File: config.mk
export PLATFORM = sky130hd
export DESIGN_NAME = pg_alu_domain
export DESIGN_NICKNAME = d
export VERILOG_FILES = /design/src/rtl/pg_alu_domain.sv
export SDC_FILE = /design/constraint.sdc
export NUM_CORES = 1
export LEC_CHECK = 0
export ABC_AREA = 1
export BUFFER_PORTS_ARGS = -buffer_cell sky130_fd_sc_hd__buf_4
export CAP_MARGIN = 5
export CORE_AREA = 2 2 147 149
export DETAILED_ROUTE_END_ITERATION = 7
export DIE_AREA = 0 0 149 151
export PLACE_DENSITY = 0.61
export SLEW_MARGIN = 20
export SYNTH_ARGS = -nofsm -noshare
export SYNTH_HDL_FRONTEND = slang
export SYNTH_SLANG_ARGS = --single-unit
File: constraint.sdc
create_clock -name clk -period 3.1 [get_ports clk]
set_input_delay 0.31 -clock clk [delete_from_list [all_inputs] [get_ports clk]]
set_output_delay 0.31 -clock clk [all_outputs]
set_load 0.05 [all_outputs]
File: src/rtl/pg_alu_domain.sv
// pg_alu_domain
//   Power-gated WIDTH-bit ALU with a shift-add multiplier. An on-chip
//   sequencer steps the domain through ON -> ISO -> SAVE -> OFF ->
//   PWRUP -> RESTORE -> ON. It drives the isolation and supply-enable
//   controls itself.
//
//   Optional feature macro: PG_ALU_RETENTION_EN
//     defined   : SAVE copies the result into a retention register and
//                 RESTORE reloads it, so the result survives power-down.
//     undefined : no retention register; the result reads 0 after wake.
//
// Ports
//   clk, rst_n        clock, synchronous active-low reset
//   A, B, opcode      operands / operation, sampled on an accepted start
//   start             request, accepted in ON while not busy
//   sleep_req         level request to power down (honoured in ON only)
//   wake_req          level request to power up (honoured in OFF only)
//   result            result register, or CLAMP_VAL while isolated
//   valid             one-cycle pulse when a new result is written
//   busy              multiply in progress
//   iso_en            isolation control (registered)
//   alu_pwr_en        domain supply enable (registered)
//   pwr_state         sequencer state code
//   clamp_obs         constant CLAMP_VAL
module pg_alu_domain #(
  parameter int               WIDTH         = 16,
  parameter logic [WIDTH-1:0] CLAMP_VAL     = {WIDTH{1'b0}},
  parameter int               PWR_UP_CYCLES = 4
) (
  input  logic             clk,
  input  logic             rst_n,
  input  logic [WIDTH-1:0] A,
  input  logic [WIDTH-1:0] B,
  input  logic [3:0]       opcode,
  input  logic             start,
  input  logic             sleep_req,
  input  logic             wake_req,
  output logic [WIDTH-1:0] result,
  output logic             valid,
  output logic             busy,
  output logic             iso_en,
  output logic             alu_pwr_en,
  output logic [2:0]       pwr_state,
  output logic [WIDTH-1:0] clamp_obs
);

  localparam int               MC_W     = $clog2(WIDTH);
  localparam int               CNT_W    = (PWR_UP_CYCLES > 1) ? $clog2(PWR_UP_CYCLES) : 1;
  localparam logic [CNT_W-1:0] CNT_LOAD = CNT_W'(PWR_UP_CYCLES - 1);
  localparam logic [MC_W-1:0]  MC_LOAD  = MC_W'(WIDTH - 1);
  localparam logic [WIDTH-1:0] WIDTH_V  = WIDTH'(WIDTH);
  localparam logic [3:0]       OP_MUL   = 4'd7;

  typedef enum logic [2:0] {
    ST_ON      = 3'd0,
    ST_ISO     = 3'd1,
    ST_SAVE    = 3'd2,
    ST_OFF     = 3'd3,
    ST_PWRUP   = 3'd4,
    ST_RESTORE = 3'd5
  } pwr_state_t;

  pwr_state_t       state, state_n;
  logic [CNT_W-1:0] pwr_cnt;
  logic [WIDTH-1:0] res_q;
  logic [WIDTH-1:0] mcand, mplier, acc, acc_nxt;
  logic [MC_W-1:0]  mcnt;
  logic             accept;

  // Single-cycle operations; MUL is handled by the iterative datapath.
  function automatic logic [WIDTH-1:0] alu_op(input logic [3:0]       op,
                                              input logic [WIDTH-1:0] a,
                                              input logic [WIDTH-1:0] b);
    logic [WIDTH-1:0] sh;
    sh = b % WIDTH_V;
    case (op)
      4'd0:    alu_op = a + b;
      4'd1:    alu_op = a - b;
      4'd2:    alu_op = a & b;
      4'd3:    alu_op = a | b;
      4'd4:    alu_op = a ^ b;
      4'd5:    alu_op = a << sh;
      4'd6:    alu_op = a >> sh;
      default: alu_op = '0;
    endcase
  endfunction

  assign accept  = (state == ST_ON) && !busy && start;
  assign acc_nxt = acc + (mplier[0] ? mcand : '0);

  // Sequencer: state register
  always_ff @(posedge clk) begin
    if (!rst_n) begin
      state      <= ST_ON;
      iso_en     <= 1'b0;
      alu_pwr_en <= 1'b1;
      pwr_cnt    <= '0;
    end else begin
      state      <= state_n;
      // Controls are registered from the next state so they line up with pwr_state.
      iso_en     <= (state_n != ST_ON);
      alu_pwr_en <= (state_n != ST_OFF);
      if (state == ST_OFF && wake_req)
        pwr_cnt <= CNT_LOAD;
      else if (state == ST_PWRUP && pwr_cnt != '0)
        pwr_cnt <= pwr_cnt - 1'b1;
    end
  end

  // Sequencer: next-state logic
  always_comb begin
    state_n = state;
    case (state)
      // A start in the same cycle as sleep_req wins; sleep waits for !busy.
      ST_ON:      if (sleep_req && !busy && !start) state_n = ST_ISO;
      ST_ISO:     state_n = ST_SAVE;
      ST_SAVE:    state_n = ST_OFF;
      ST_OFF:     if (wake_req) state_n = ST_PWRUP;
      ST_PWRUP:   if (pwr_cnt == '0) state_n = ST_RESTORE;
      ST_RESTORE: state_n = ST_ON;
      default:    state_n = ST_ON;
    endcase
  end

`ifdef PG_ALU_RETENTION_EN
  logic [WIDTH-1:0] ret_q;

  always_ff @(posedge clk) begin
    if (!rst_n)
      ret_q <= '0;
    else if (state == ST_SAVE)
      ret_q <= res_q;
  end
`endif

  // Result register and multiplier control
  always_ff @(posedge clk) begin
    if (!rst_n) begin
      res_q <= '0;
      valid <= 1'b0;
      busy  <= 1'b0;
      mcnt  <= '0;
    end else begin
      valid <= 1'b0;
      if (accept) begin
        if (opcode == OP_MUL) begin
          busy <= 1'b1;
          mcnt <= MC_LOAD;
        end else begin
          res_q <= alu_op(opcode, A, B);
          valid <= 1'b1;
        end
      end else if (busy) begin
        if (mcnt == '0) begin
          res_q <= acc_nxt;
          valid <= 1'b1;
          busy  <= 1'b0;
        end else begin
          mcnt <= mcnt - 1'b1;
        end
      end else if (state == ST_OFF) begin
        res_q <= '0;
`ifdef PG_ALU_RETENTION_EN
      end else if (state == ST_RESTORE) begin
        res_q <= ret_q;
`endif
      end
    end
  end

  // Shift-add datapath: one multiplier bit per busy cycle, LSB first
  always_ff @(posedge clk) begin
    if (accept && opcode == OP_MUL) begin
      mcand  <= A;
      mplier <= B;
      acc    <= '0;
    end else if (busy) begin
      mcand  <= mcand << 1;
      mplier <= mplier >> 1;
      acc    <= acc_nxt;
    end
  end

  assign result    = iso_en ? CLAMP_VAL : res_q;
  assign pwr_state = state;
  assign clamp_obs = CLAMP_VAL;

endmodule

* After elaboration in Yosys (flattened, before gate mapping) *
Cells that the tools add are included.

cells by class
  add/sub/neg operators = 5
  shift-type cells = 2
  reductions and logical operators = 21
  muxes and demuxes = 30
  bitwise logic cells = 3
  equal/unequal tests = 16

operators with widths
  cell                                                 number
  2-to-1 mux 16 bit                                    11
  case mux 16 bit (7 select lines)                     1
  adder 16 bit                                         2
  bitwise AND 16 bit                                   1
  equality test 4 x 3 -> 1 bit, second input constant  4
  2-to-1 mux 4 bit                                     4
  bitwise OR 16 bit                                    1
  left shift 16 x 4 -> 16 bit                          1
  right shift 16 x 4 -> 16 bit                         1
  subtractor 16 bit                                    1
  XOR 16 bit                                           1
  case mux 3 bit (5 select lines)                      1
  2-to-1 mux 3 bit                                     3
  equality test 4 x 2 -> 1 bit, second input constant  2
  logical NOT 4 bit                                    2
  2-to-1 mux 1 bit                                     8
  nonzero test 2 bit                                   4
  logical AND 1 bit                                    7
  equality test 3 x 2 -> 1 bit, second input constant  2
  AND reduction 3 bit                                  2
  nonzero test 3 bit                                   2
  equality test 4 x 1 -> 1 bit, second input constant  1
  2-to-1 mux 2 bit                                     2
  != test 2 bit, second input constant                 2
  other kinds (10)                                     11

word-level totals
  register bits = 77
  logic and storage cells = 88
  input bits = 41

* Longest topological paths before layout *
  depth in word-level cells = 6
  depth in mapped cells = 25

* Least setup slack after synthesis *
OpenSTA, ideal clock, no wires.

  path kind = input port to flip-flop
  from = input B[0]
  to = register res_q[13]
  library setup time = 0.109 ns
  stages = 23
  slack = 0.245 ns
  buffers on the path = 1
  arrival = 2.746 ns
  cells stage by stage = inv_2 buf_2 ha_1 inv_1 nor3_1 nand3_1 nor2_1 nand4_1 o21ai_0 xor2_1 ha_1 nand2_1 nor2_1 and3_1 nand2_1 nand2_1 nand2_1 nand3_1 nand2_1 nand2_1 nand3_1 nand2_1 inv_1

on the way
  word-level cells in the longest chain between the ends = 4
  elaborated cells on any way between the ends = 7
  classes of those cells = add/sub (2); shift (2); mux (3)

RTL lines
  element                                    RTL line  source
  start, declared                            33        input logic [WIDTH-1:0] B,
  subtractor 16 bit (tied with other cells)  78        4'd1: alu_op = a - b;
  case mux 16 bit (7 select lines) *         76        case (op)
  2-to-1 mux 16 bit *                        146       if (opcode == OP_MUL) begin
  2-to-1 mux 16 bit *                        145       if (accept) begin
  end signal, assigned                       150       res_q <= alu_op(opcode, A, B);
  end signal, assigned                       155       res_q <= acc_nxt;
  end, declared                              65        logic [WIDTH-1:0] res_q;

Every way passes the cells marked *; elsewhere a longest branch is shown, timed or not. The select of a mux whose other input is x is not followed.
A chain may end at the register's enable or synchronous reset.

* Final worst setup path *
  from = input B[1]
  to = register res_q[14]

Same word-level chain as after synthesis.

==> results.md <==
Logic synthesis:
- The count of different cell masters after synthesis is 51.
- By area the synthesized netlist is led by sky130_fd_sc_hd__nand2_1 (17%), sky130_fd_sc_hd__edfxtp_1 (12%), sky130_fd_sc_hd__dfxtp_1 (11%).
- Synthesis produced a netlist whose cell count is roughly 1,200.
- The cell type with the largest total area after synthesis is sky130_fd_sc_hd__nand2_1.
- The warning count from the yosys run is 0.
- The synthesized netlist occupies a cell area of between 0.007 and 0.008 sq mm.
- After synthesis the netlist holds a flip-flop and latch count of just under 80.
- The sequential cell area fraction in the yosys report is 23.7%.
- The area share of the largest cell type after synthesis is between 15 and 20%.
- Dividing the synthesized area by the synthesized cell count gives ~6.3 sq um.

Floorplan:
- Once the floorplan was initialized, standard cells occupied 37.8% of the core.
- The boundary pin count is 80.
- The floorplan step defined a core boundary enclosing between 0.02 and 0.025 sq mm.
- After floorplanning, the core was divided into 53 placement rows.
- The die covers approximately 0.022 sq mm.
- The die boundary height is 151 um.
- From left edge to right edge, the die measures ~150 um.

Timing:
- Between clock sinks in the finished design, the worst skew comes to 0.00871 ns.
- Setup repair after global routing left no endpoint under its margin.
- Measured against its own limit, the worst slew margin works out to 52.2%.
- After layout, the worst setup slack is ~0.23 ns.
- The final critical path takes up 92.6% of the cycle.
- The final worst hold slack is 0.182 ns.
- The transition at the pin with the smallest max-transition slack is roughly 0.72 ns.
- Static timing analysis puts the maximum clock frequency at about 0.35 GHz.
- The final max-slew violation count is 0.
- The hold violation count in the final report is 0.
- The post-route minimum period is about 2.9 ns.
- Setup violations remaining at the end of the flow were counted as 0.

Power:
- Internal power comes to about 2300 uW.
- The analysis attributes to cell leakage a power of about 0.0048 uW.
- The net switching power is 1480 uW.
- In this run switching power makes up roughly two fifths of total power.
- Combinational logic burns roughly two fifths of the power.
- The fraction of power consumed by the clock network is around 28%.
- Of the total power, registers draw approximately a third.
- For this design the ratio of total power to cell area is 419 mW/mm^2.
- The worst voltage drop across the vdd grid is around 0.00026 V.

Detailed routing:
- The number of routed nets with antenna violations is 0.
- The wire length reported by the detailed router is around 27,000 um.
- Using the TritonRoute via totals, the vias-per-cell ratio works out to around 5.1.
- The total vias in the final route is 8,220.
- In this run, the number of DRC markers left after iteration 0 of detailed routing was ~760.
- The routed wire length per instance is roughly 17 um.
- The residual DRC count is 0.
- The first detailed-routing pass ran for 6 iterations.

Placed design:
- The congestion estimate from routability-driven global placement came to 1.04.
- OpenSTA, run right after detailed placement, puts the worst setup slack at -0.186 ns.
- The quantity of I/O buffers inserted on ports is 63.
- The detailed placement HPWL is between 20,000 and 25,000 um.

Worst setup path:
- The critical path buffer and inverter count is 4.
- The most repeated library cell on the critical path is sky130_fd_sc_hd__nand2_1.
- STA puts the critical path data arrival time at about 3.2 ns.
- The startpoint class of the critical path is a primary input.
- In this design, the stage delay of the slowest critical-path cell is roughly 0.35 ns.
- The critical path data required time is 3.38 ns.
- The critical path goes through buf_4, buf_4, nor2_4, nand2_2, buf_4, nor2_2, inv_1, o21ai_1, nand2_1, xor2_1, ha_1, a21oi_1, o21ai_0, a21oi_1, nand2_1, nand2_1, nand3_1, nand2_1, nand2_1, a21oi_1.
- The worst setup path is captured at a flop.
- In this run the worst path has a maximum fanout of 5.
- The slowest stage cell on the critical path is sky130_fd_sc_hd__ha_1.
- The largest delay contributor family on the critical path is compound AO/OA/AOI/OAI gates.
- The worst setup path category is primary input to flop.

Clock network:
- The clock passes through at most 2 buffers.
- The insertion delay to the later sink of the worst-skew pair is approximately 0.35 ns.
- Clock tree synthesis inserted a total of 9 buffers.
- The CTS clock-pin slew for the worst setup and hold paths is approximately 0.060 ns.
- The clock tree from TritonCTS is yes.
- The number of clock sinks is just under 80.
- In this run the clock root is driven by a sky130_fd_sc_hd__clkbuf_16.
- The H-tree generated during clock tree synthesis spans 3 levels.
- The number of hold buffers added after CTS was 0.

Global route:
- The first global-routing pass estimated ~43,000 um of wire.
- The initial antenna violation count is 0.
- The via count of the first global-routing pass was 7,682.
- The overall routing resource usage is 24.6%.
- The total overflow left after global routing is 0.
- The largest net degree at the start of global routing is 63.

Layout:
- The top cell types in the final layout, fill and taps aside, are sky130_fd_sc_hd__nand2_1 (358), sky130_fd_sc_hd__inv_1 (153), sky130_fd_sc_hd__buf_4 (114), sky130_fd_sc_hd__nor2_1 (112), sky130_fd_sc_hd__nand3_1 (109).
- The post-route netlist has a little over an eighth of its cells at a drive strength greater than 1.
- The number of antenna diodes in the final layout is 0.
- The most common library cell in the layout ignoring fill and taps is sky130_fd_sc_hd__nand2_1.
- The layout overhead on the synthesized area is 15.5%.
- The final net count is 1,438.

Job:
- The max capacitance violation total is 0.

Worst hold path:
- The class of the worst hold path is primary input to flop.

Outcome:
- The run finished with clean final reports.
## flip-flops by register name, summed over array words and instances, names as in the netlist
signal	flops
mcnt	4
alu_pwr_en	1
pwr_state	3
res_q	16
mcand	16
iso_en	1
valid	1
pwr_cnt	2
busy	1
acc	16
mplier	16
## cell families after synthesis
| group | Yosys count | synth area share, % |
|---|---|---|
| simple gates | 646 | 36.0 |
| buf+inv | 224 | 12.6 |
| compound gates | 210 | 14.5 |
| flops | 77 | 23.7 |
| fa+ha+maj | 68 | 11.0 |
| xor+xnor | 18 | 2.00 |
| other cells | 1 | 0.0477 |
| mux | 1 | 0.127 |
## worst register-to-register path, delay by kind of cell (launching register included)
family          cells  cell delay (ns)
compound gates      2             0.37
buf+inv             1             0.08
flops               1             0.68
fa+ha+maj           2             0.47
simple gates        9             0.96
## worst paths after layout
| check | from | endpoint | slack [ns] | depth (start not counted) |
|---|---|---|---|---|
| min | wake_req | pwr_state[1]$_SDFF_PN0_ | 0.18 | 2 |
| max | B[1] | res_q[14]$_SDFFE_PN0P_ | 0.23 | 20 |
| max reg2reg | mplier[0]$_DFFE_PP_ | res_q[14]$_SDFFE_PN0P_ | 0.49 | 14 |
| min reg2reg | pwr_cnt[0]$_SDFFE_PN0P_ | pwr_cnt[0]$_SDFFE_PN0P_ | 0.45 | 1 |
## power groups by stage
stage	logic, uW	clock network, uW	registers (uW)
after global routing	1670	1130	1260
after global placement	1460	0	1270
after detailed placement	1470	0	1270
after CTS	1480	1090	1250
after floorplan	1040	0	1260
final	1490	1070	1250
## area by class of cell
type	count	area, sq um
clock buffers	14	285
clock inverters	2	13.8
fillers	2271	11700
well taps	275	344
repair buffers	115	876
multi-input cells	959	5070
inverters	167	632
flip-flops and latches	77	1860
## metal layers
layer  wire length, um  GRT usage [%]  part of all wire [%]
met1             12100           32.6                    45
met2             12900           41.4                    47
met3              1420           3.28                   5.2
met4               738           7.86                   2.7
met5                 0              0                     0
## timing repair
action,in CTS,in global routing
setup buffers,0,0
resized for setup,0,3
endpoints found under the setup margin,0,3
endpoints found under the hold margin,0,0
## cells in the mapped netlist, drive strengths merged
| cell | count |
|---|---|
| nand4 | 16 |
| a21o | 1 |
| o2bb2ai | 1 |
| nand2 | 367 |
| o21a | 6 |
| or2 | 5 |
| and3 | 1 |
| edfxtp | 32 |
| o2111ai | 1 |
| nand3b | 6 |
| a31o | 2 |
| a21oi | 84 |
| dfxtp | 45 |
| nand3 | 109 |
| o22ai | 1 |
| a31oi | 2 |
| a21boi | 1 |
| o211ai | 8 |
| and2 | 1 |
| o21ai | 100 |
| nor3 | 8 |
| ha | 66 |
| clkinv | 1 |
| xnor2 | 1 |
| fa | 2 |
| xor2 | 17 |
| o31ai | 2 |
| nor2 | 131 |
| inv | 166 |
| nor3b | 2 |
| clkbuf | 17 |
| mux2i | 1 |
| conb | 1 |
| buf | 40 |
| a211o | 1 |
## stage by stage
step | std cells | total power, uW | utilization, % | TNS [ns] | area, sq um
after floorplan | 1260 | 2300 | - | 0 | 7920
after global placement | 1593 | 2730 | 42.2 | -0.306 | 8780
after detailed placement | 1593 | 2740 | 42.2 | -0.417 | 8780
after CTS | 1609 | 3820 | 43.6 | 0 | 9080
after global routing | 1609 | 4060 | 43.6 | 0 | 9090
final | 1609 | 3800 | 43.6 | 0 | 9090
No activity file was read; power rests on OpenSTA's default activity.
